==> src/rtl/game2048_pkg.sv <==
// Shared tile constants, encodings and LFSR parameters for the game2048 datapath.
package game2048_pkg;

  localparam int TILE_2 = 2;
  localparam int TILE_4 = 4;

  localparam int LFSR_W = 16;
  // Fibonacci taps for x^16 + x^14 + x^13 + x^11 + 1 (bits 15, 13, 12, 10).
  localparam logic [LFSR_W-1:0] LFSR_TAPS = 16'hB400;

  typedef enum logic [1:0] {
    MODE_RAND  = 2'd0,
    MODE_TWO   = 2'd1,
    MODE_FOUR  = 2'd2,
    MODE_RAND3 = 2'd3
  } mode_e;

  typedef enum logic [2:0] {
    S_IDLE,
    S_COUNT,
    S_PICK,
    S_PLACE,
    S_DONE
  } state_e;

  function automatic logic want_four(input mode_e m, input logic [7:0] r, input int thresh);
    case (m)
      MODE_TWO:  return 1'b0;
      MODE_FOUR: return 1'b1;
      default:   return (int'({24'd0, r}) < thresh);
    endcase
  endfunction

endpackage

==> src/rtl/tile_lfsr.sv <==
// Free-running Fibonacci LFSR; advances every cycle, reloads SEED on reset.
module tile_lfsr
  import game2048_pkg::*;
#(
  parameter int               WIDTH = LFSR_W,
  parameter logic [WIDTH-1:0] SEED  = WIDTH'(16'hACE1)
) (
  input  logic             clk,
  input  logic             rst,
  output logic [WIDTH-1:0] q
);

  localparam logic [WIDTH-1:0] TAPS = WIDTH'(LFSR_TAPS);

  always_ff @(posedge clk) begin
    if (rst) q <= SEED;
    else     q <= {q[WIDTH-2:0], ^(q & TAPS)};
  end

endmodule

==> src/rtl/place_random_tile.sv <==
// Picks one empty cell of an NxN board uniformly at random and writes a 2 or 4 into it.
// Fixed latency: done arrives 2*N*N+2 cycles after start is accepted.
module place_random_tile
  import game2048_pkg::*;
#(
  parameter int              N           = 4,
  parameter int              CELL_W      = 12,
  parameter int              FOUR_THRESH = 26,
  parameter logic [15:0]     SEED        = 16'hACE1
) (
  input  logic                   clk,
  input  logic                   rst,
  input  logic                   start,
  input  logic [1:0]             mode,
  input  logic [CELL_W-1:0]      board_in  [N][N],
  output logic [CELL_W-1:0]      board_out [N][N],
  output logic                   done,
  output logic                   busy,
  output logic                   full,
  output logic [$clog2(N)-1:0]   placed_row,
  output logic [$clog2(N)-1:0]   placed_col,
  output logic [CELL_W-1:0]      placed_val
);

  localparam int RW    = $clog2(N);
  localparam int CNT_W = $clog2(N*N+1);

  logic [LFSR_W-1:0] lfsr;

  tile_lfsr #(.WIDTH(LFSR_W), .SEED(SEED)) u_lfsr (
    .clk (clk),
    .rst (rst),
    .q   (lfsr)
  );

  state_e             state;
  mode_e              mode_q;
  logic [CELL_W-1:0]  work [N][N];
  logic [RW-1:0]      row, col, hit_row, hit_col;
  logic [CNT_W-1:0]   empty_cnt, seen, target;
  logic [CELL_W-1:0]  value;
  logic               commit;

  logic cell_empty, last_cell;
  assign cell_empty = (work[row][col] == '0);
  assign last_cell  = (row == RW'(N-1)) && (col == RW'(N-1));

  always_ff @(posedge clk) begin
    if (rst) begin
      state      <= S_IDLE;
      mode_q     <= MODE_RAND;
      board_out  <= '{default: '0};
      done       <= 1'b0;
      busy       <= 1'b0;
      full       <= 1'b0;
      placed_row <= '0;
      placed_col <= '0;
      placed_val <= '0;
      row        <= '0;
      col        <= '0;
      hit_row    <= '0;
      hit_col    <= '0;
      empty_cnt  <= '0;
      seen       <= '0;
      target     <= '0;
      value      <= '0;
      commit     <= 1'b0;
    end else begin
      done <= 1'b0;

      // Row-major scan position shared by COUNT and PLACE; wraps to (0,0).
      if (state == S_COUNT || (state == S_PLACE && !commit)) begin
        if (col == RW'(N-1)) begin
          col <= '0;
          row <= last_cell ? '0 : row + RW'(1);
        end else begin
          col <= col + RW'(1);
        end
      end

      case (state)
        S_IDLE: begin
          if (start) begin
            work      <= board_in;
            mode_q    <= mode_e'(mode);
            empty_cnt <= '0;
            row       <= '0;
            col       <= '0;
            busy      <= 1'b1;
            state     <= S_COUNT;
          end
        end

        S_COUNT: begin
          if (cell_empty) empty_cnt <= empty_cnt + CNT_W'(1);
          if (last_cell)  state <= S_PICK;
        end

        S_PICK: begin
          target <= CNT_W'(({8'd0, empty_cnt} * {{CNT_W{1'b0}}, lfsr[7:0]}) >> 8);
          value  <= want_four(mode_q, lfsr[15:8], FOUR_THRESH) ? CELL_W'(TILE_4) : CELL_W'(TILE_2);
          seen   <= '0;
          commit <= 1'b0;
          state  <= S_PLACE;
        end

        S_PLACE: begin
          if (!commit) begin
            if (cell_empty) begin
              if (seen == target && empty_cnt != '0) begin
                work[row][col] <= value;
                hit_row        <= row;
                hit_col        <= col;
              end
              seen <= seen + CNT_W'(1);
            end
            if (last_cell) commit <= 1'b1;
          end else begin
            // Extra cycle after the scan publishes the finished working copy.
            board_out  <= work;
            full       <= (empty_cnt == '0);
            placed_row <= (empty_cnt == '0) ? '0 : hit_row;
            placed_col <= (empty_cnt == '0) ? '0 : hit_col;
            placed_val <= (empty_cnt == '0) ? '0 : value;
            done       <= 1'b1;
            state      <= S_DONE;
          end
        end

        S_DONE: begin
          busy  <= 1'b0;
          state <= S_IDLE;
        end

        default: state <= S_IDLE;
      endcase
    end
  end

endmodule

==> config.mk <==
export PLATFORM = sky130hd
export DESIGN_NAME = place_random_tile
export DESIGN_NICKNAME = d
export VERILOG_FILES = /design/src/rtl/game2048_pkg.sv /design/src/rtl/tile_lfsr.sv /design/src/rtl/place_random_tile.sv
export SDC_FILE = /design/constraint.sdc
export NUM_CORES = 1
export LEC_CHECK = 0
export ABC_CLOCK_PERIOD_IN_PS = 4300
export BUFFER_PORTS_ARGS = -buffer_cell sky130_fd_sc_hd__buf_2
export CORE_MARGIN = 1.5
export CORE_UTILIZATION = 45
export CTS_BUF_LIST = sky130_fd_sc_hd__clkbuf_8
export DETAILED_ROUTE_END_ITERATION = 8
export GPL_ROUTABILITY_DRIVEN = 0
export GPL_TIMING_DRIVEN = 0
export MAX_ROUTING_LAYER = met4
export PLACE_DENSITY_LB_ADDON = 0.25
export SYNTH_ARGS = -nofsm -noshare
export SYNTH_HDL_FRONTEND = slang
export SYNTH_SLANG_ARGS = --single-unit
==> constraint.sdc <==
create_clock -name clk -period 4.3 [get_ports clk]
set_clock_uncertainty 0.15 [all_clocks]
set_input_delay 0.215 -clock clk [delete_from_list [all_inputs] [get_ports clk]]
set_output_delay 0.215 -clock clk [all_outputs]
set_load 0.1 [all_outputs]
======== Word-level counts from Yosys, hierarchy flattened ========
Cells that the tools add are included.
word-level totals
  flip-flop bits (word level) ............. 460
  input port bits ......................... 197
operators by class
  add/sub/neg operators ................... 4
  multiply operators ...................... 1
  order comparisons ....................... 5
  equal/unequal tests ..................... 16
  mux-type cells .......................... 48
  bitwise gates (word level) .............. 5
  reductions and logical operators ........ 25
operator list
  operator             number
  $mux 192             4
  $pmux 192 s2         1
  $bwmux 192           1
  $mux 48              3
  $bmux 48 s2          1
  $demux 48 s2         1
  $mux 12              4
  $bmux 12 s2          1
  $demux 12 s2         1
  $mux 2               11
  $mux 5               4
  $pmux 5 s2           2
  $reduce_xor 16->1    1
  $mul 5x8->13         1
  $logic_not 12->1     1
  $mux 3               4
  $ne 2x2->1 const B   6
  $pmux 3 s4           1
  $add 5x1->5 const B  2
  $reduce_and 3->1     3
  $lt 8x5->1 const B   1
  $reduce_bool 2->1    4
  $eq 2x2->1 const B   3
  $eq 3x2->1 const B   2
  22 further kinds     41

======== Depth between registers and ports, before layout ========
  depth in word-level cells ............... 12
  depth in mapped cells ................... 16

======== Cells and area by module ========
Synthesis repeated with hierarchy kept, for this count alone.
second synthesis, totals
  cells, all modules ...................... 1436
  area, all modules ....................... 17324.1 sq um
modules (own cells, without submodules)
  module             instances  cells each  area each (sq um)  seq. area each (sq um)
  place_random_tile  1          1400        16869.9            10410.0
  tile_lfsr          1          36          454.2              320.3

======== Worst setup path before layout ========
No wires, ideal clock.
  kind .................................... register -> register
  start point ............................. register empty_cnt[2]
  end point ............................... register target[4]
  setup time .............................. 128 ps
  arrival time ............................ 3810 ps
  data required time ...................... 4022 ps
  setup slack ............................. 212 ps
  stages on the path, launching flop included .. 15
  period minus slack after synthesis ...... 4088 ps
  cell sequence ........................... dfxtp_1 -> clkbuf_1 -> and2_1 -> fa_1 -> fa_1 -> inv_1 -> fa_1 -> inv_1 -> ha_1 -> o2111a_1 -> a221o_1 -> o31a_1 -> xnor2_1 -> o21ai_0 -> nor2b_1
between the ends
  word-level cells in the longest chain between the ends .. 1
RTL lines
  what                    line                      source
  start, declared         place_random_tile.sv:40   logic [CNT_W-1:0] empty_cnt, seen, target;
  start signal, assigned  place_random_tile.sv:95   if (cell_empty) empty_cnt <= empty_cnt + CNT_W'(1);
  $mul 5x8->13            place_random_tile.sv:100  target <= CNT_W'(({8'd0, empty_cnt} * {{CNT_W{1'b0}}, lfsr[7:0]}) >> 8);
  end signal, assigned    place_random_tile.sv:100
  end, declared           place_random_tile.sv:40
Every way passes these cells.
A chain may end at the register's enable or synchronous reset.

======== Worst setup path after layout ========
Ends and elaborated chain as after synthesis.

==> run_results.csv <==
group,metric,value,unit
route,detail-route-antenna-nets,0,
route,drtIter0Drc,997,
setup_path,crit_start,"empty_cnt[2]$_SDFFE_PP0P_",
placement,placed_area,20100,µm²
pwr,fin_total_pwr,8.63,mW
cts,numClockSinks,440,
floorplan,die_w,200,µm
final_layout,fillCellCount,2995,
sta,worstMarginPinSlew,1370,ps
setup_path,slowest_delay,540,ps
setup_path,critPathArrivalTime,4480,ps
yosys,synth_edf_count,192,
route,route.detailed.drc,0,
global_route,grt_max_degree,14,
sta,setup_viol,0,
pwr,powerDensity,362,nW/µm²
floorplan,initial_utilization,0.460,
global_route,grt_pass1_wl,84600,µm
pwr,ir_worst_vdd,220,µV
sta,hold_ws,119,ps
setup_path,crit_slowest_cell,"fa_1",
yosys,avgSynthCellArea,11.8,µm²
global_route,grt_pass1_vias,14700,
flow_run,max_cap_violations,0,
final_layout,instances_no_fill,2731,
yosys,yosysSeqAreaShare,0.615,
yosys,syn_area,17500,µm²
cts,insertion_delay,630,ps
route,dr.pass1.iters,5,
final_layout,layout_common_cells,"buf_2, dfxtp_1, dlygate4sd3_1",
setup_path,rr_worst_depth,13,
setup_path,start_kind,"flop",
cts,path_clk_slew,70,ps
yosys,synth_cell_types,66,
cts,cts_max_path_buffers,3,
setup_path,cp-endpoint,"target[4]$_SDFFE_PP0N_",
setup_path,path_class,"flop to flop",
yosys,yosys_most_used_dff,"dfxtp_1",
final_layout,fin_area,23800,µm²
sta,slew_viol_final,0,
final_layout,final_common_cell,"buf_2",
cts,cts_buffers,71,
cts,tritoncts,"built",
yosys,synth-seq-cells,440,
global_route,antenna_found_initial,6,
yosys,syn_inst,1474,
sta,relSlewSlack,0.0884,
final_layout,syn2layout_area_growth,36.5,%
sta,period_share,0.965,
route,wl_per_cell,21.3,µm
route,viasPerCell,5.37,
setup_path,r2r_end,"target[4]$_SDFFE_PP0N_",
floorplan,rows,71,
yosys,yosysWarnings,0,
pwr,leakage,10.1,nW
route,via_count,14700,
floorplan,die_area,40000,µm²
setup_path,critPathCaptureType,"flop",
floorplan,core_region_area,37900,µm²
setup_path,reg2reg_slack,150,ps
cts,htreeDepth,3,
setup_path,required,4630,ps
placement,dp_hpwl,41900,µm
sta,hold_viol_final,0,
hold_path,hold_path.class,"primary input to flop",
setup_path,crit_fanout,13,
placement,io_buffer_count,396,
status,outcome,"complete, no violations",
global_route,overflow,0,
route,wl,58200,µm
yosys,synthArstFlopShare,0,
sta,rsz0062_at_grt,"false",
cts,cts-root-buf,"clkbuf_8",
floorplan,die_y,200,µm
final_layout,drive_above_1_share,0.252,
sta,max_freq,241,MHz
final_layout,utilization,0.628,
final_layout,finalNetCount,2404,
setup_path,crit_chain,"and2_1 -> fa_1 -> fa_1 -> inv_1 -> fa_1 -> inv_1 -> ha_1 -> o2111a_1 -> a221o_1 -> o31a_1 -> xnor2_1 -> o21ai_0 -> nor2b_1",
setup_path,cpMostUsedCell,"fa_1",
global_route,grt.total_usage,0.294,
placement,dp_cells,2390,
sta,period_needed,4150,ps
setup_path,r2r-start,"empty_cnt[2]$_SDFFE_PP0P_",
floorplan,io_pins,408,
-- synth_stat cells, drive strengths merged, types with 3 or more instances --
master,instances,area share
dfxtp,248,0.28
o32ai,4,0.0020
o311ai,3,0.0015
o31ai,3,0.0013
nor4b,4,0.0020
buf,15,0.0060
and2,183,0.066
a31oi,8,0.0029
a211oi,4,0.0024
nand2,86,0.018
or2,10,0.0036
a21oi,38,0.011
nor3,21,0.0060
a311oi,3,0.0015
nor2b,11,0.0039
nor4,24,0.0086
inv,37,0.0081
o22ai,3,0.0011
ha,32,0.023
nand2b,7,0.0025
nand3,44,0.013
or4,6,0.0026
nor2,63,0.014
edfxtp,192,0.33
xnor2,9,0.0045
o21ai,45,0.014
or3,6,0.0022
a22oi,4,0.0017
or4b,3,0.0017
clkbuf,100,0.022
a22o,198,0.099
xor2,3,0.0015
o211ai,5,0.0022
fa,17,0.019
mux2i,7,0.0040
-- what timing repair did --
action | CTS | global route
resized for setup | 32 | 9
hold buffers | 199 | 0
endpoints found under the hold margin | 196 | 0
setup buffers | 2 | 8
pin swaps | 2 | 8
setup endpoints to repair | 193 | 145
-- metal layers --
| layer | global-route usage | routed length, µm | vias up | share of wire |
|---|---|---|---|---|
| met2 | 0.469 | 27700 | 706 | 0.48 |
| li1 | - | - | 6725 | - |
| met1 | 0.362 | 23400 | 7079 | 0.40 |
| met4 | 0.128 | 2270 | 0 | 0.039 |
| met5 | - | 0 | - | 0 |
| met3 | 0.0628 | 4850 | 155 | 0.083 |
-- stage by stage --
step | setup slack, ps | setup TNS (ps)
floorplan | 212 | 0
global placement | -864 | -123780
detailed placement | -896 | -124780
CTS | 10.4 | 0
global route | 4.48 | 0
finish | 151 | 0
-- cell families after synthesis --
| logic type | Yosys count | share of synthesized area |
|---|---|---|
| xor+xnor | 12 | 0.00602 |
| other cells | 1 | 0.000215 |
| flops | 440 | 0.615 |
| mux | 8 | 0.00466 |
| fa+ha+maj | 49 | 0.0424 |
| buf+inv | 152 | 0.0356 |
| compound gates | 333 | 0.148 |
| simple gates | 479 | 0.148 |
-- critical path, delay by kind of cell, from the launching register on --
kind | cells | cell delay [ps]
AO/OA/AOI/OAI | 4 | 1050
AND/OR/NAND/NOR | 2 | 320
adder cells (fa/ha/maj) | 4 | 1830
XOR/XNOR | 1 | 130
flip-flops | 1 | 460
buffers and inverters | 2 | 90
-- area by class of cell --
| cell class | count | area, µm² | area share |
|---|---|---|---|
| tap | 511 | 639 | 0.0268 |
| antenna | 6 | 15.0 | 0.000630 |
| timing repair buffer | 605 | 4170 | 0.175 |
| clock inverter | 47 | 250 | 0.0105 |
| multi-input combinational | 891 | 6270 | 0.263 |
| inverter | 37 | 141 | 0.00593 |
| buffer | 112 | 477 | 0.0200 |
| clock buffer | 82 | 1130 | 0.0474 |
| sequential | 440 | 10700 | 0.450 |
-- sequential cells by signal (all words and copies together) (netlist names) --
name	cells
done	1
board_out	192
placed_col	2
col	2
row	2
target	5
state	3
full	1
placed_val	2
placed_row	2
hit_row	2
seen	5
hit_col	2
work	192
empty_cnt	5
commit	1
value	2
u_lfsr.q	16
busy	1
mode_q	2
-- power breakdown --
| group | internal, mW | switching [mW] |
|---|---|---|
| registers | 4.46 | 0.0557 |
| clock network | 1.86 | 1.67 |
| logic | 0.286 | 0.292 |
-- how the worst min path moves through the flow --
stage / from / endpoint / slack, ps / cells past startpoint
final: rst / seen[2]$_SDFFE_PP0P_ / 120 / 3
after global routing: rst / seen[2]$_SDFFE_PP0P_ / 140 / 3
after CTS: rst / seen[2]$_SDFFE_PP0P_ / 100 / 3
after detailed placement: u_lfsr.q[8]$_SDFF_PP0_ / u_lfsr.q[9]$_SDFF_PP0_ / 290 / 1
after global placement: u_lfsr.q[14]$_SDFF_PP0_ / u_lfsr.q[15]$_SDFF_PP1_ / 280 / 1
after floorplan: mode[0] / mode_q[0]$_SDFFE_PP0P_ / 200 / 2
No activity file was read; power rests on OpenSTA's default activity.
